File: src/rtl/cr16_pkg.sv
// Shared definitions for the cr16 execute controller, its register file and ALU.
// Holds ALU opcodes, status bit indices, instruction class codes and FSM states.
// Helper functions classify instruction words for the decoder.
package cr16_pkg;

    // ALU opcodes driven on the 4-bit opcode bus
    localparam logic [3:0] ALU_ADD   = 4'd0;
    localparam logic [3:0] ALU_ADDU  = 4'd1;
    localparam logic [3:0] ALU_ADDC  = 4'd2;
    localparam logic [3:0] ALU_ADDCU = 4'd3;
    localparam logic [3:0] ALU_SUB   = 4'd4;
    localparam logic [3:0] ALU_SUBC  = 4'd5;
    localparam logic [3:0] ALU_AND   = 4'd6;
    localparam logic [3:0] ALU_OR    = 4'd7;
    localparam logic [3:0] ALU_XOR   = 4'd8;
    localparam logic [3:0] ALU_NOT   = 4'd9;
    localparam logic [3:0] ALU_LSH   = 4'd10;
    localparam logic [3:0] ALU_RSH   = 4'd11;
    localparam logic [3:0] ALU_ALSH  = 4'd12;
    localparam logic [3:0] ALU_ARSH  = 4'd13;

    // Status / PSR bit positions, {N,Z,F,L,C}
    localparam int STAT_CARRY    = 0;
    localparam int STAT_LOW      = 1;
    localparam int STAT_FLAG     = 2;
    localparam int STAT_ZERO     = 3;
    localparam int STAT_NEGATIVE = 4;

    // Instruction class codes, instr[15:12]
    localparam logic [3:0] CLS_RTYPE = 4'd0;
    localparam logic [3:0] CLS_ADDI  = 4'd1;
    localparam logic [3:0] CLS_SUBI  = 4'd2;
    localparam logic [3:0] CLS_ANDI  = 4'd3;
    localparam logic [3:0] CLS_ORI   = 4'd4;
    localparam logic [3:0] CLS_MOVI  = 4'd5;
    localparam logic [3:0] CLS_LUI   = 4'd6;
    localparam logic [3:0] CLS_CMP   = 4'd7;

    typedef enum logic [1:0] {
        S_IDLE   = 2'd0,
        S_DECODE = 2'd1,
        S_EXEC   = 2'd2,
        S_WB     = 2'd3
    } state_t;

    // Classes 8-15 and R-type with ext 14/15 are undefined.
    function automatic logic is_illegal(input logic [15:0] instr);
        return instr[15] || ((instr[15:12] == CLS_RTYPE) && (instr[7:4] > ALU_ARSH));
    endfunction

    // MOVI and LUI complete without the ALU.
    function automatic logic uses_alu(input logic [3:0] cls);
        return !((cls == CLS_MOVI) || (cls == CLS_LUI));
    endfunction

endpackage

File: src/rtl/cr16_regfile.sv
// 16 x P_WIDTH register file: three combinational reads (rs, rd, debug), one write.
// Latency: reads 0 cycles, write visible the cycle after the write edge.
// Backpressure: none; the write port is always accepted. Ports: clk, reset, read addr/data, we/waddr/wdata.
module cr16_regfile #(
    parameter int P_WIDTH = 16
) (
    input  logic               clk,
    input  logic               reset,
    input  logic [3:0]         rs_addr,
    input  logic [3:0]         rd_addr,
    input  logic [3:0]         dbg_addr,
    output logic [P_WIDTH-1:0] rs_data,
    output logic [P_WIDTH-1:0] rd_data,
    output logic [P_WIDTH-1:0] dbg_data,
    input  logic               we,
    input  logic [3:0]         waddr,
    input  logic [P_WIDTH-1:0] wdata
);

    logic [P_WIDTH-1:0] regs [16];

    always_ff @(posedge clk) begin
        if (reset) begin
            for (int i = 0; i < 16; i++) begin
                regs[i] <= '0;
            end
        end else if (we) begin
            regs[waddr] <= wdata;
        end
    end

    assign rs_data  = regs[rs_addr];
    assign rd_data  = regs[rd_addr];
    assign dbg_data = regs[dbg_addr];

endmodule

File: src/rtl/cr16_exec_ctrl.sv
// Multi-cycle execute controller feeding cr16_alu from a 16-entry register file.
// Latency: ALU ops 4 cycles handshake-to-ready, MOVI/LUI 3, illegal 2; one instruction in flight.
// Backpressure: O_INSTR_READY only in IDLE and never during reset; valid held high is accepted once per IDLE.
// Ports: instruction valid/ready/word, ALU enable/opcode/A/B out, ALU C/status in, PSR, illegal flag, debug read.
module cr16_exec_ctrl
    import cr16_pkg::*;
#(
    parameter int P_WIDTH = 16   // must be >= 16
) (
    input  logic               I_CLK,
    input  logic               I_RESET,
    input  logic               I_INSTR_VALID,
    output logic               O_INSTR_READY,
    input  logic [15:0]        I_INSTR,
    output logic               O_ALU_ENABLE,
    output logic [3:0]         O_ALU_OPCODE,
    output logic [P_WIDTH-1:0] O_ALU_A,
    output logic [P_WIDTH-1:0] O_ALU_B,
    input  logic [P_WIDTH-1:0] I_ALU_C,
    input  logic [4:0]         I_ALU_STATUS,
    output logic [4:0]         O_PSR,
    output logic               O_ILLEGAL,
    input  logic [3:0]         I_DBG_ADDR,
    output logic [P_WIDTH-1:0] O_DBG_DATA
);

    state_t state;
    state_t state_nxt;

    logic [15:0] ir;
    logic [3:0]  cls;
    logic [3:0]  rd_idx;
    logic [3:0]  ext;
    logic [3:0]  rs_idx;
    logic [7:0]  imm8;

    logic [P_WIDTH-1:0] rs_data;
    logic [P_WIDTH-1:0] rd_data;
    logic               rf_we;
    logic [P_WIDTH-1:0] rf_wdata;
    logic               psr_we;
    logic               handshake;

    logic [15:0]        sext16;
    logic [15:0]        lui16;
    logic [P_WIDTH-1:0] imm_sext;
    logic [P_WIDTH-1:0] imm_zext;
    logic [P_WIDTH-1:0] imm_result;
    logic [3:0]         dec_opcode;
    logic [P_WIDTH-1:0] dec_a;
    logic [P_WIDTH-1:0] dec_b;
    logic               dec_illegal;

    assign cls    = ir[15:12];
    assign rd_idx = ir[11:8];
    assign ext    = ir[7:4];
    assign rs_idx = ir[3:0];
    assign imm8   = ir[7:0];

    cr16_regfile #(
        .P_WIDTH (P_WIDTH)
    ) u_regfile (
        .clk      (I_CLK),
        .reset    (I_RESET),
        .rs_addr  (rs_idx),
        .rd_addr  (rd_idx),
        .dbg_addr (I_DBG_ADDR),
        .rs_data  (rs_data),
        .rd_data  (rd_data),
        .dbg_data (O_DBG_DATA),
        .we       (rf_we && !I_RESET),
        .waddr    (rd_idx),
        .wdata    (rf_wdata)
    );

    // Immediates are formed at 16 bits, then zero-filled above bit 15.
    assign sext16   = {{8{imm8[7]}}, imm8};
    assign imm_sext = P_WIDTH'(sext16);
    assign imm_zext = P_WIDTH'(imm8);
    // LUI keeps the low byte of Rd; the register file is stable until WB, so read it there.
    assign lui16      = {imm8, rd_data[7:0]};
    assign imm_result = (cls == CLS_LUI) ? P_WIDTH'(lui16) : imm_zext;

    assign dec_illegal   = is_illegal(ir);
    assign handshake     = I_INSTR_VALID && O_INSTR_READY;
    assign O_INSTR_READY = (state == S_IDLE) && !I_RESET;

    // Operand selection for the DECODE-cycle register load
    always_comb begin
        dec_opcode = ALU_ADD;
        dec_a      = '0;
        dec_b      = rd_data;
        case (cls)
            CLS_RTYPE: begin
                dec_opcode = ext;
                // Shifts take the value from Rd and the amount from Rs
                if (ext >= ALU_LSH) begin
                    dec_a = rd_data;
                    dec_b = rs_data;
                end else begin
                    dec_a = rs_data;
                    dec_b = rd_data;
                end
            end
            CLS_ADDI: begin
                dec_opcode = ALU_ADD;
                dec_a      = imm_sext;
            end
            CLS_SUBI: begin
                dec_opcode = ALU_SUB;
                dec_a      = imm_sext;
            end
            CLS_ANDI: begin
                dec_opcode = ALU_AND;
                dec_a      = imm_zext;
            end
            CLS_ORI: begin
                dec_opcode = ALU_OR;
                dec_a      = imm_zext;
            end
            CLS_CMP: begin
                // Opcode is forced to SUB, so ext only matters for legality of R-type;
                // compare always evaluates Rd - Rs.
                dec_opcode = ALU_SUB;
                dec_a      = rs_data;
                dec_b      = rd_data;
            end
            default: begin
                dec_opcode = ALU_ADD;
            end
        endcase
    end

    // Next-state and per-state strobes
    always_comb begin
        state_nxt    = state;
        O_ALU_ENABLE = 1'b0;
        O_ILLEGAL    = 1'b0;
        rf_we        = 1'b0;
        rf_wdata     = '0;
        psr_we       = 1'b0;
        case (state)
            S_IDLE: begin
                if (handshake) begin
                    state_nxt = S_DECODE;
                end
            end
            S_DECODE: begin
                if (dec_illegal) begin
                    O_ILLEGAL = 1'b1;
                    state_nxt = S_IDLE;
                end else if (!uses_alu(cls)) begin
                    state_nxt = S_WB;
                end else begin
                    state_nxt = S_EXEC;
                end
            end
            S_EXEC: begin
                O_ALU_ENABLE = 1'b1;
                state_nxt    = S_WB;
            end
            S_WB: begin
                state_nxt = S_IDLE;
                if (!uses_alu(cls)) begin
                    rf_we    = 1'b1;
                    rf_wdata = imm_result;
                end else begin
                    psr_we   = 1'b1;
                    rf_we    = (cls != CLS_CMP);
                    rf_wdata = I_ALU_C;
                end
            end
            default: begin
                state_nxt = S_IDLE;
            end
        endcase
    end

    always_ff @(posedge I_CLK) begin
        if (I_RESET) begin
            state        <= S_IDLE;
            ir           <= '0;
            O_PSR        <= '0;
            O_ALU_OPCODE <= '0;
            O_ALU_A      <= '0;
            O_ALU_B      <= '0;
        end else begin
            state <= state_nxt;
            if (handshake) begin
                ir <= I_INSTR;
            end
            // ALU-facing registers change only in DECODE and hold otherwise
            if (state == S_DECODE) begin
                O_ALU_OPCODE <= dec_opcode;
                O_ALU_A      <= dec_a;
                O_ALU_B      <= dec_b;
            end
            if (psr_we) begin
                O_PSR <= I_ALU_STATUS;
            end
        end
    end

endmodule

File: config.mk
export PLATFORM = sky130hd
export DESIGN_NAME = cr16_exec_ctrl
export DESIGN_NICKNAME = d
export VERILOG_FILES = /design/src/rtl/cr16_pkg.sv /design/src/rtl/cr16_regfile.sv /design/src/rtl/cr16_exec_ctrl.sv
export SDC_FILE = /design/constraint.sdc
export NUM_CORES = 1
export LEC_CHECK = 0
export BUFFER_PORTS_ARGS = -buffer_cell sky130_fd_sc_hd__buf_4
export CORE_MARGIN = 5
export CORE_UTILIZATION = 60
export DETAILED_ROUTE_END_ITERATION = 10
export PLACE_DENSITY = 0.82
export SYNTH_ARGS = -nofsm -noshare
export SYNTH_HDL_FRONTEND = slang
export SYNTH_SLANG_ARGS = --single-unit
File: constraint.sdc
create_clock -name I_CLK -period 5.5 [get_ports I_CLK]
set_input_delay 0.275 -clock I_CLK [delete_from_list [all_inputs] [get_ports I_CLK]]
set_output_delay 0.275 -clock I_CLK [all_outputs]
set_load 0.005 [all_outputs]
======== After elaboration in Yosys (flattened, before gate mapping) ========
Memory sizes are Yosys's and may differ from the RTL's. A register that Yosys moved wholly into a read port is not among the register bits.
Index checks and enable logic that the tools add are counted.
storage, ports and cells
  output and inout bits ................... 60
  bits in registers ....................... 59
  input bits .............................. 44
  memories ................................ 1
  bits in writable memories ............... 256
  logic and storage cells ................. 65
memory list
  memory          words  bits a word  rd ports  clocked after memory_dff  wr ports  line                RTL
  u_regfile.regs  16     16           3         2                         16        cr16_regfile.sv:20  logic [P_WIDTH-1:0] regs [16];
operators by class
  multiplexer cells ....................... 31
  equal/unequal tests ..................... 12
  $lt $le $gt $ge ......................... 2
  reductions and logical operators ........ 13
operators by type and width
  operator            count
  $mux 16             7
  $pmux 16 s4         1
  $mux 4              5
  $eq 4x3->1 const B  4
  $pmux 4 s4          1
  $reduce_or 16->1    1
  $mux 1              14
  $eq 4x2->1 const B  2
  $pmux 2 s4          1
  $reduce_or 2->1     3
  $eq 2x2->1 const B  2
  $eq 4x1->1 const B  1
  $ge 4x4->1 const B  1
  $gt 4x4->1 const B  1
  $logic_and 1x1->1   4
  $logic_not 4->1     1
  $mux 2              2
  $ne 4x3->1 const B  1
  $eq 2x1->1 const B  1
  $logic_not 2->1     1
  $logic_or 1x1->1    2
  $ne 2x2->1 const B  1
  $logic_not 1->1     1

======== Longest topological paths before layout ========
  depth in word-level cells ............... 10
  gate-level depth with buffers ........... 10
  gate-level depth less buffers ........... 6

======== Cells and area by module ========
A second synthesis with hierarchy kept.
unflattened totals
  cell total of the unflattened synthesis .. 1,379
  area, all modules ....................... 18,340.1 um2
modules (own cells, without submodules)
  module          instances  sequential area each (um2)  cells an instance  area each (um2)
  cr16_regfile    1          7,687.4                     996                15,265.9
  cr16_exec_ctrl  1          1,181.1                     383                3,074.2

======== Worst setup path before layout ========
Ideal clock, no wire load.
  kind .................................... input to output
  start ................................... input I_DBG_ADDR[0]
  end ..................................... output O_DBG_DATA[0]
  buffers on the path ..................... 2
  setup slack ............................. 3.264 ns
  arrival time ............................ 1.961 ns
  data required time ...................... 5.225 ns
  stages .................................. 4
  cells stage by stage .................... clkbuf_1 > buf_2 > mux4_2 > mux4_2
on the way
  cells in the longest elaborated chain, start to end .. 1
RTL lines
  what             line                  RTL
  start, declared  cr16_exec_ctrl.sv:23  input logic [3:0] I_DBG_ADDR,
  $mem_v2 16x16    --
  end, declared    cr16_exec_ctrl.sv:24  output logic [P_WIDTH-1:0] O_DBG_DATA
No other way between the ends.

==> results.cfg <==
[timing]
rsz0062_at_grt = false
hold_viol_final = 2
fin_ws_ns = 1.59
final-setup-viol-count = 0
setup_tns_ns = 0
holdWs_ns = -0.00395
fin_crit_ns = 3.91
maxSlewViolCount = 0
fin_crit_sh_pct = 71.0
worst_slew_pin_slew_ns = 1.33
fmax_mhz = 256
fin_skew_ns = 0.0187
maxSlewHeadroom_pct = 11.2

[die]
rows = 63
start_util_pct = 61.0
fp.dieW_um = 184
fp.coreArea_mm2 = 0.0298
die_y_um = 184
pin_count = 104
die-area_mm2 = 0.0339

[place]
place.gp.congestion = 0.919
dp_hpwl_um = 37100
io_buffer_count = 103
dpl.cell_count = 1790
pre_cts_slack_ns = 1.75
dpl_cell_area_mm2 = 0.0190

[yosys]
ys_ff_latch = 323
synth_xor_area_share_pct = 0.0482
synthMuxAreaShare_pct = 28.2
synth_top_area_cell = edfxtp_1
syn_nets = 1442
yosysMostFrequentCell = nor2_1
netlist_top_cells_count = nor2_1 (304), edfxtp_1 (256), mux4_2 (176)
ys_seq_area_share_pct = 49.7
synth_area_mm2 = 0.0182
yosys_most_used_dff = edfxtp_1
synth_top_family_by_area = multiplexers
syn_area_per_cell_um2 = 13.0
ys_async_sr_fraction_pct = 0
synth-edff-count = 256
synth_compound_area_share_pct = 8.13
yosysTopAreaCellShare_pct = 42.3
synth_adder_area_share_pct = 0
synth_warnings = 0
synthTopCellsByArea = edfxtp_1 (42%), mux4_2 (22%), dfxtp_1 (7.4%)
synth-simple-area-share_pct = 10.3
synth_cell_types = 50
synth_cells = 1398

[critical_path]
crit_type = register to register
crit_chain = and4b_1, nor3_2, and3b_1, nand3_1, nand2b_1
crit_fanout = 17
worst_setup_path_end_kind = register
startpoint_type = register
critPathTopFamily = simple AND/OR/NAND/NOR gates
worst-path-stages = 5
cp.required_ns = 5.64
cp_data_arrival_time_ns = 4.05
cpPeakStageDelay_ns = 1.23
crit_slowest_cell = nand2b_1
r2r_cells = 5
crit_buf_inv = 0

[grt]
grt-ovfl-total = 0
grtUsageTotal_pct = 33.5
grt_pass1_vias = 13324
grt_max_degree = 65
grt_pass1_wl_um = 84700
grt_busiest_layer = met2
use_met1_pct = 44.8
antenna_found_initial = 1
use_met2_pct = 50.8
grtUsageMet3_pct = 12.9

[clock_tree]
clk_latency_ns = 0.53
cts.path.max_buffers = 3
htree_levels = 2
cts_resized = 0
clkSinkCount = 323
numCtsBuffers = 35
cts_tree = yes
clk_pin_slew_worst_paths_ns = 0.07
cts_root_buf = clkbuf_16

[drt]
drt_iter0_drc = 2437
drcViolationCount = 0
finalWirelength_um = 57400
antenna_left = 0
vias_per_cell = 7.48
drt-pass1-iter-count = 6
detail_route.wl_per_cell_um = 30.8
vias = 13920

[cells_and_area]
final_cells = 1861
fillers = 1990
nets = 1490
finalInstanceArea_mm2 = 0.0203
drive_above_1_share_pct = 27.7
diodes = 0
area_delta_synth_final_pct = 11.5

[hold_path]
hold_path_class = primary input to register
holdPathStages = 3

[power_and_ir_drop]
p_leak_uw = 0.00663
power_density_mw_per_mm2 = 305
max-vdd-ir-drop_mv = 0.229

[status]
status = finished with violations
failed_checks = hold timing

[run]
drv_cap = 0
==> placed cells by master, fill, tap and decap left out, drive strengths merged, types with 3 or more instances in the layout <==
cell type / instances
dlygate4sd3: 9
bufinv: 4
mux2i: 93
o221ai: 8
nand2: 70
a221o: 11
mux2: 20
clkbuf: 43
mux4: 176
clkinv: 8
nand2b: 35
a31oi: 6
inv: 8
edfxtp: 256
buf: 133
a22oi: 42
nor2: 304
dfxtp: 67
a21oi: 38
a221oi: 33
and3: 3
clkinvlp: 3
o21ai: 53
nor2b: 6
or3: 3
nand3: 7
o211ai: 4
nor3: 9
and2: 3
==> cell type report <==
class / instances / area (um^2) / area share (%)
sequential: 323 / 9040 / 44.6
inverter: 4 / 15.0 / 0.0741
clock inverter: 19 / 210 / 1.04
clock buffer: 43 / 916 / 4.52
timing repair buffer: 142 / 1100 / 5.44
multi-input combinational: 940 / 8480 / 41.9
tap: 390 / 488 / 2.41
==> path summary, 6_finish.rpt <==
path / start / to / slack (ns)
max: ir[15] / u_regfile.regs[13][7] / 1.59
min reg2reg: O_ALU_OPCODE[2] / O_ALU_OPCODE[2] / 0.46
max reg2reg: ir[15] / u_regfile.regs[13][7] / 1.59
min: I_INSTR[9] / ir[9] / -0.004
==> sequential cells by signal (all words and copies together), names as in the netlist, named ones only <==
name / flops
u_regfile.regs: 256
O_ALU_A: 16
O_ALU_B: 16
ir: 16
O_PSR: 5
O_ALU_OPCODE: 4
state: 1
==> logic make-up (layout without fill, tap and decap cells) <==
kind of cell	after synthesis	in the layout
xor gates and xnor gates	1	1
and+or+nand+nor	445	445
buffers and inverters	135	208
AOI/OAI and AO/OA	205	205
muxes	289	289
DFF	323	323
==> per-layer routing <==
| metal | routed length (um) | up-vias |
|---|---|---|
| li1 | - | 5515 |
| met1 | 19000 | 6735 |
| met2 | 25700 | 1429 |
| met3 | 10100 | 239 |
| met4 | 2570 | 2 |
| met5 | 7 | - |
==> repair_timing <==
action,CTS,global route
hold buffers,9,0
hold endpoints to repair,10,0
endpoints found under the setup margin,0,0
buffers inserted,0,0
==> where the power goes <==
group / switching [uW] / internal [uW]
clock network: 995 / 1380
logic: 510 / 420
registers: 148 / 2730
total: 1650 / 4530
==> worst register-to-register path, stage by stage (launching register included) <==
cell and delay (ns):
dfxtp_1 0.55, and4b_1 0.27, nor3_2 0.37, and3b_1 0.31, nand3_1 0.78, nand2b_1 1.23
==> per-stage QoR <==
step                      hold slack (ns)  util (%)  total power, uW
after floorplan                     0.383         -             3480
after global placement              0.446      63.9             3790
after detailed placement            0.448      63.9             3800
after CTS                         0.00227      68.0             6140
after global routing               0.0148      68.0             6340
final                            -0.00395      68.0             6180
(Power assumes the default switching activity.)
